--- src/rtl/lfsr_prbs_ctrl.sv ---
// Fibonacci-LFSR PRBS generator with a tick divider, a debounced step button, seed loading,
// lock-up recovery and period detection. It drives two 4-bit digits for the 7-segment decoders.
module lfsr_prbs_ctrl #(
   parameter int               WIDTH   = 8,
   parameter logic [WIDTH-1:0] TAPS    = WIDTH'(8'hB8),
   parameter logic [WIDTH-1:0] SEED    = WIDTH'(1),
   parameter int               DIV     = 5000000,
   parameter int               DEB_CYC = 16
) (
   input  logic             i_clk,
   input  logic             i_rst,
   input  logic [1:0]       i_mode,
   input  logic             i_btn,
   input  logic             i_seed_load,
   input  logic [WIDTH-1:0] i_seed_in,
   output logic [WIDTH-1:0] o_prbs_output,
   output logic             o_valid,
   output logic             o_period_done,
   output logic [3:0]       o_digit_lo,
   output logic [3:0]       o_digit_hi
);

   localparam int DW  = (DIV > 2) ? $clog2(DIV) : 1;
   localparam int DBW = $clog2(DEB_CYC + 1);

   typedef enum logic [1:0] {S_HOLD, S_RUN, S_STEP} fsm_t;

   fsm_t             r_fsm;
   logic [DW-1:0]    r_div_cnt;
   logic [1:0]       r_sync;
   logic [DBW-1:0]   r_deb_cnt;
   logic             r_deb_lvl;
   logic             r_deb_lvl_q;
   logic [WIDTH-1:0] r_state;
   logic [WIDTH-1:0] r_start;
   logic             r_valid;
   logic             r_period_done;

   logic             w_tick;
   logic             w_synced;
   logic             w_press;
   logic             w_fb;
   logic [WIDTH-1:0] w_next;
   logic [WIDTH-1:0] w_seed;
   logic             w_adv;

   assign w_tick   = (r_div_cnt == DW'(DIV - 1));
   assign w_synced = r_sync[1];
   assign w_press  = r_deb_lvl & ~r_deb_lvl_q;
   assign w_fb     = ^(r_state & TAPS);
   assign w_next   = {r_state[WIDTH-2:0], w_fb};
   assign w_seed   = (i_seed_in == '0) ? SEED : i_seed_in;
   assign w_adv    = ((r_fsm == S_RUN) && w_tick) || ((r_fsm == S_STEP) && w_press);

   // Mode register: the reserved encoding behaves as hold.
   always_ff @(posedge i_clk or posedge i_rst) begin
      if (i_rst) begin
         r_fsm <= S_HOLD;
      end else begin
         case (i_mode)
            2'b01:   r_fsm <= S_RUN;
            2'b10:   r_fsm <= S_STEP;
            default: r_fsm <= S_HOLD;
         endcase
      end
   end

   // The divider runs freely in every mode so tick spacing does not depend on mode changes.
   always_ff @(posedge i_clk or posedge i_rst) begin
      if (i_rst) begin
         r_div_cnt <= '0;
      end else if (w_tick) begin
         r_div_cnt <= '0;
      end else begin
         r_div_cnt <= r_div_cnt + DW'(1);
      end
   end

   // Any cycle in which the synced level agrees with the debounced level restarts the count.
   always_ff @(posedge i_clk or posedge i_rst) begin
      if (i_rst) begin
         r_sync      <= '0;
         r_deb_cnt   <= '0;
         r_deb_lvl   <= 1'b0;
         r_deb_lvl_q <= 1'b0;
      end else begin
         r_sync      <= {r_sync[0], i_btn};
         r_deb_lvl_q <= r_deb_lvl;
         if (w_synced == r_deb_lvl) begin
            r_deb_cnt <= '0;
         end else if (r_deb_cnt == DBW'(DEB_CYC - 1)) begin
            r_deb_lvl <= w_synced;
            r_deb_cnt <= '0;
         end else begin
            r_deb_cnt <= r_deb_cnt + DBW'(1);
         end
      end
   end

   // Seed load wins over lock-up recovery, and both win over a normal advance.
   always_ff @(posedge i_clk or posedge i_rst) begin
      if (i_rst) begin
         r_state       <= SEED;
         r_start       <= SEED;
         r_valid       <= 1'b0;
         r_period_done <= 1'b0;
      end else begin
         r_valid       <= 1'b0;
         r_period_done <= 1'b0;
         if (i_seed_load) begin
            r_state <= w_seed;
            r_start <= w_seed;
         end else if (r_state == '0) begin
            r_state <= SEED;
         end else if (w_adv) begin
            r_state       <= w_next;
            r_valid       <= 1'b1;
            r_period_done <= (w_next == r_start);
         end
      end
   end

   assign o_prbs_output = r_state;
   assign o_valid       = r_valid;
   assign o_period_done = r_period_done;
   assign o_digit_lo    = r_state[3:0];
   assign o_digit_hi    = r_state[7:4];

endmodule

--- config.mk ---
export PLATFORM = sky130hd
export DESIGN_NAME = lfsr_prbs_ctrl
export DESIGN_NICKNAME = d
export VERILOG_FILES = /design/src/rtl/lfsr_prbs_ctrl.sv
export SDC_FILE = /design/constraint.sdc
export NUM_CORES = 1
export LEC_CHECK = 0
export BUFFER_PORTS_ARGS = -buffer_cell sky130_fd_sc_hd__buf_2
export CAP_MARGIN = 30
export CELL_PAD_IN_SITES_DETAIL_PLACEMENT = 1
export CELL_PAD_IN_SITES_GLOBAL_PLACEMENT = 2
export CORE_MARGIN = 1
export CORE_UTILIZATION = 37
export DETAILED_ROUTE_END_ITERATION = 8
export PLACE_DENSITY_LB_ADDON = 0.1
export SLEW_MARGIN = 20
export SYNTH_ARGS = -nofsm -noshare
export SYNTH_HDL_FRONTEND = slang
export SYNTH_SLANG_ARGS = --single-unit
--- constraint.sdc ---
create_clock -name i_clk -period 3.05 [get_ports i_clk]
set_clock_uncertainty 0.15 [all_clocks]
set_input_delay 0.61 -clock i_clk [delete_from_list [all_inputs] [get_ports i_clk]]
set_output_delay 0.61 -clock i_clk [all_outputs]
set_load 0.05 [all_outputs]
After elaboration in Yosys (flattened, before gate mapping)
Cells that the tools add are included.
{"block": "totals", "reg_bits": 52}
{"block": "classes", "add_sub_neg": 2, "n_eq_ne": 8, "mux": 14, "bitwise": 3, "reduce_logical": 8}
{"operator": "two-way mux 8 bit", "count": 4}
{"operator": "adder 23 x 1 -> 23 bit, second input constant", "count": 1}
{"operator": "== test 23 bit, second input constant", "count": 1}
{"operator": "two-way mux 23 bit", "count": 1}
{"operator": "zero test 8 bit", "count": 2}
{"operator": "two-way mux 5 bit", "count": 2}
{"operator": "== test 8 bit", "count": 1}
{"operator": "XOR reduction 8 bit", "count": 1}
{"operator": "two-way mux 1 bit", "count": 6}
{"operator": "adder 5 x 1 -> 5 bit, second input constant", "count": 1}
{"operator": "== test 5 x 4 -> 1 bit, second input constant", "count": 1}
{"operator": "== test 2 x 1 -> 1 bit, second input constant", "count": 2}
{"operator": "== test 2 bit, second input constant", "count": 2}
{"operator": "one-hot mux 2 bit (2 select lines)", "count": 1}
{"operator": "nonzero test 3 bit", "count": 1}
{"operator": "logical AND 1 bit", "count": 2}
{"operator": "inverter 1 bit", "count": 2}
{"operator": "AND reduction 2 bit", "count": 1}
{"operator": "AND 1 bit", "count": 1}
{"operator": "== test 1 bit", "count": 1}
{"operator": "logical OR 1 bit", "count": 1}

Longest topological paths before layout
{"block": "logic_depth", "word_depth": 7, "ltp_mapped": 7, "ltp_nobuf": 7}

Worst setup path before layout
Ideal clock, no wire load.
{"block": "synth_path", "path_kind": "flip-flop to flip-flop", "start": "reg r_state[5], in the netlist o_prbs_output[5]", "end": "reg r_state[1], in the netlist o_prbs_output[1]", "setup_time_ns": 0.128, "t_arrival_ns": 2.101, "path_slack_ns": 0.672, "stages_incl_launch_ff": 8, "n_path_buf": 0, "path_cell_list": "dfrtp_1 > inv_1 > ha_1 > or4b_1 > nor4_2 > nor2_1 > nand2_2 > mux2_1"}
{"block": "synth_between", "elab_chain_len": 3, "word_cells_on_any_way": 4}
{"element": "from (decl)", "line": "34", "rtl": "logic [WIDTH-1:0] r_state;"}
{"element": "from (signal assigned)", "line": "111", "rtl": "r_state <= w_seed;"}
{"element": "from (signal assigned)", "line": "116", "rtl": "r_state <= w_next;"}
{"element": "zero test 8 bit (*)", "line": "113", "rtl": "end else if (r_state == '0) begin"}
{"element": "two-way mux 8 bit", "line": "113"}
{"element": "two-way mux 8 bit", "line": "110", "rtl": "if (i_seed_load) begin"}
Every way passes the cells marked *; elsewhere a longest branch is shown, timed or not.
A chain may end at the register's enable or synchronous reset.

Worst setup path in the final report
{"block": "layout_path", "start": "reg r_state[4], in the netlist o_prbs_output[4]", "end": "reg r_state[3], in the netlist o_prbs_output[3]"}
The elaborated chain is that of the path after synthesis.

==> flow_summary.toml <==
[final_layout]
antenna_cells = 0
finish.cell_count_without_fillers = 338
area_delta_synth_final_pct = 11.80
post_route_cells_drive_above_1_share = 0.2069
net_count_final = 277
finalCoreUtilization = 0.4287

[logic_synthesis]
async_flop_share = 1.000
synth_largest_area_cell = "sky130_fd_sc_hd__dfrtp_1"
yosys-top-cells-area = "sky130_fd_sc_hd__dfrtp_1 (51%), sky130_fd_sc_hd__xor2_1 (6.1%), sky130_fd_sc_hd__xnor2_1 (5.0%), sky130_fd_sc_hd__nor2_1 (3.5%), sky130_fd_sc_hd__o21ai_0 (2.5%)"
synth_ff_type = "sky130_fd_sc_hd__dfrtp_1"
synth_cells = 231
synthesis.nets = 248
synth.top_cell.area_share = 0.5110
postSynthRegisterBits = 52
synth.cell_area_mm2 = 0.002449
synth_sequential_area_ratio = 0.5324
synth.lib_cells_used.distinct = 42
synth_area_per_cell_um2 = 10.60
yosys.cell_count.top_type = "sky130_fd_sc_hd__dfrtp_1"
post_synth_top_cells = "sky130_fd_sc_hd__dfrtp_1 (50), sky130_fd_sc_hd__nor2_1 (23), sky130_fd_sc_hd__xor2_1 (17)"
yosys_warnings = 0
synth_enable_flop_cells = 0

[setup_path]
critPathLaunchType = "flop"
critical_path.reg2reg.startpoint = "o_prbs_output[4]$_DFFE_PP0P_"
worstSetupStartpoint = "o_prbs_output[4]$_DFFE_PP0P_"
path_max_fanout = 8
critical_path_arrival_ps = 2380
cp_data_required_time_ps = 3090
critical_path_class = "flop to flop"
critPathCaptureType = "flop"

[detailed_routing]
drt.antenna.violating_nets = 0
avgViaCountPerCell = 5.092
drtIter0Drc = 78
drt_pre_antenna_iters = 4
wirelength_um = 5026
post-route-drc-count = 0
drt-wirelength-per-cell_um = 14.87
vias = 1721

[global_route]
grt_overflow = 0
track_usage = 0.1556
initial_antenna_violation_count = 0
via_count_of_the_first_global_routing_pass = 1807
pin_count_of_the_biggest_net_entering_global_routing = 27
grt_pass1_wl_um = 8666

[timing]
final.setup.tns_ps = 0
max_slew_margin = 0.5823
min_period_ps = 2335
grt_setup_unrepaired = "no"
timing_max_transition_violations_final = 0
layout_worst_path_cycle_share = 0.7656
hold_slack_ps = 165.4
tightestPinTransition_ps = 620.8
finalSetupViolations = 0
final_hold_violation_count = 0
max_clock_freq_ghz = 0.4282

[clocking]
post-cts-setup-buffer-count = 0
clockBufferDepth = 2
cts.hold.buffers_added = 0
clkSlewWorstSetupHoldPaths_ps = 100
cts_num_sinks = 52
cts_root_buffer = "sky130_fd_sc_hd__clkbuf_8"
cts_tree = "built"
cts_resized = 0
clock_tree.htree_level_count = 2
cts-buffers-inserted = 5
clk_latency_ps = 310

[die]
die_w_um = 83.35
die_h_um = 83.35
coreArea_mm2 = 0.006386
io-pin-count = 32
initial_utilization = 0.3834
fp.dieArea_mm2 = 0.006947
row_count = 29

[run]
max-cap-violations = 0

[place]
portBuffers = 31
gp_congestion = 0.6845
placed_cell_count = 330
post-dp-hpwl_um = 3713

[power]
power_density_mw_per_mm2 = 510.6
vdd_drop_max_v = 0.0002429
swShare = 0.3171
power_frac_clock = 0.289
p_switching_mw = 0.4432
comb_power_share = 0.172
power.internal_mw = 0.9546
pwr-share-seq = 0.539
leakagePower_nw = 1.322

[outcome]
result_of_the_run = "completed"

[worst_hold_path]
class_of_the_tightest_hold_or_removal_check = "input port to async pin"
-- layer usage --
metal	track usage	share of wire	up-vias
li1	-	-	830
met1	0.2199	0.51	863
met2	0.2437	0.45	23
met3	0.03082	0.028	5
met4	0.04232	0.011	0
met5	0	0	-
-- flip-flops by register name (all words and copies together) (netlist names) --
name	count
o_period_done	1
o_valid	1
r_fsm	2
r_div_cnt	23
r_deb_lvl_q	1
r_sync	2
r_start	8
o_prbs_output	8
r_deb_lvl	1
r_deb_cnt	5
-- area by class of cell --
| cell class | count | area [µm²] |
|---|---|---|
| sequential | 52 | 1304 |
| multi-input combinational | 153 | 1016 |
| timing repair buffer | 34 | 177.7 |
| clock inverter | 3 | 22.52 |
| inverter | 14 | 52.55 |
| tap | 77 | 96.34 |
| clock buffer | 5 | 68.82 |
| fill | 727 | 3649 |
-- kinds of logic after synthesis --
kind of cell | share of synthesized area
buffers and inverters | 0.05263
adders and majority gates | 0.01533
DFF | 0.5324
AOI/OAI and AO/OA | 0.05570
and+or+nand+nor | 0.2100
muxes | 0.02299
xor gates and xnor gates | 0.1109
-- placed cells by master (no fill, tap or decap), types with 2 or more instances in the layout --
cell	n
sky130_fd_sc_hd__a21oi_1	2
sky130_fd_sc_hd__a31oi_1	2
sky130_fd_sc_hd__and2_1	2
sky130_fd_sc_hd__and3_1	5
sky130_fd_sc_hd__buf_2	31
sky130_fd_sc_hd__buf_4	3
sky130_fd_sc_hd__clkbuf_8	5
sky130_fd_sc_hd__dfrtp_1	50
sky130_fd_sc_hd__dfstp_2	2
sky130_fd_sc_hd__ha_1	3
sky130_fd_sc_hd__inv_1	13
sky130_fd_sc_hd__mux2_1	3
sky130_fd_sc_hd__mux2_2	2
sky130_fd_sc_hd__nand2_1	16
sky130_fd_sc_hd__nand2b_1	3
sky130_fd_sc_hd__nand3_1	10
sky130_fd_sc_hd__nand3b_1	4
sky130_fd_sc_hd__nand4_1	5
sky130_fd_sc_hd__nor2_1	23
sky130_fd_sc_hd__nor2b_1	3
sky130_fd_sc_hd__nor3_1	2
sky130_fd_sc_hd__nor4_1	5
sky130_fd_sc_hd__nor4_2	2
sky130_fd_sc_hd__o21ai_0	12
sky130_fd_sc_hd__or4_1	2
sky130_fd_sc_hd__or4b_1	2
sky130_fd_sc_hd__xnor2_1	14
sky130_fd_sc_hd__xor2_1	17
-- power by group through the flow --
stage          clock network [mW]  logic [mW]  registers (mW)
2_1_floorplan                   0       0.156           0.806
3_3_place_gp                    0       0.244           0.767
3_5_place_dp                    0       0.244           0.768
4_1_cts                     0.425       0.245           0.755
5_1_grt                     0.443       0.260           0.759
6_report                    0.404       0.240           0.754
-- through the flow --
| stage | power [mW] | setup WS [ps] | area [µm²] |
|---|---|---|---|
| global placement | 1.011 | 802.6 | 2646 |
| floorplan | 0.9617 | 671.5 | 2449 |
| global route | 1.463 | 559.7 | 2738 |
| CTS | 1.425 | 706.7 | 2738 |
| detailed placement | 1.013 | 724.4 | 2646 |
| finish | 1.398 | 714.8 | 2738 |
-- critical path: stages (launching register included) --
cell and delay (ps):
sky130_fd_sc_hd__dfrtp_1 430, sky130_fd_sc_hd__inv_1 90, sky130_fd_sc_hd__ha_1 140, sky130_fd_sc_hd__or4b_1 460
sky130_fd_sc_hd__nor4_2 230, sky130_fd_sc_hd__nor2_1 200, sky130_fd_sc_hd__nand2_2 180, sky130_fd_sc_hd__mux2_1 340
-- final timing paths --
path	endpoint	slack, ps	depth (start not counted)
setup / recovery	o_prbs_output[3]$_DFFE_PP0P_	710	7
hold / removal	r_start[1]$_DFFE_PP0P_	170	2
setup reg to reg	o_prbs_output[3]$_DFFE_PP0P_	710	7
hold reg to reg	r_sync[1]$_DFF_PP0_	210	0
max in group asynchronous	r_start[0]$_DFFE_PP1P_	1900	3
min in group i_clk	r_sync[1]$_DFF_PP0_	210	0
Note: power is estimated with default switching activity, not from simulation.
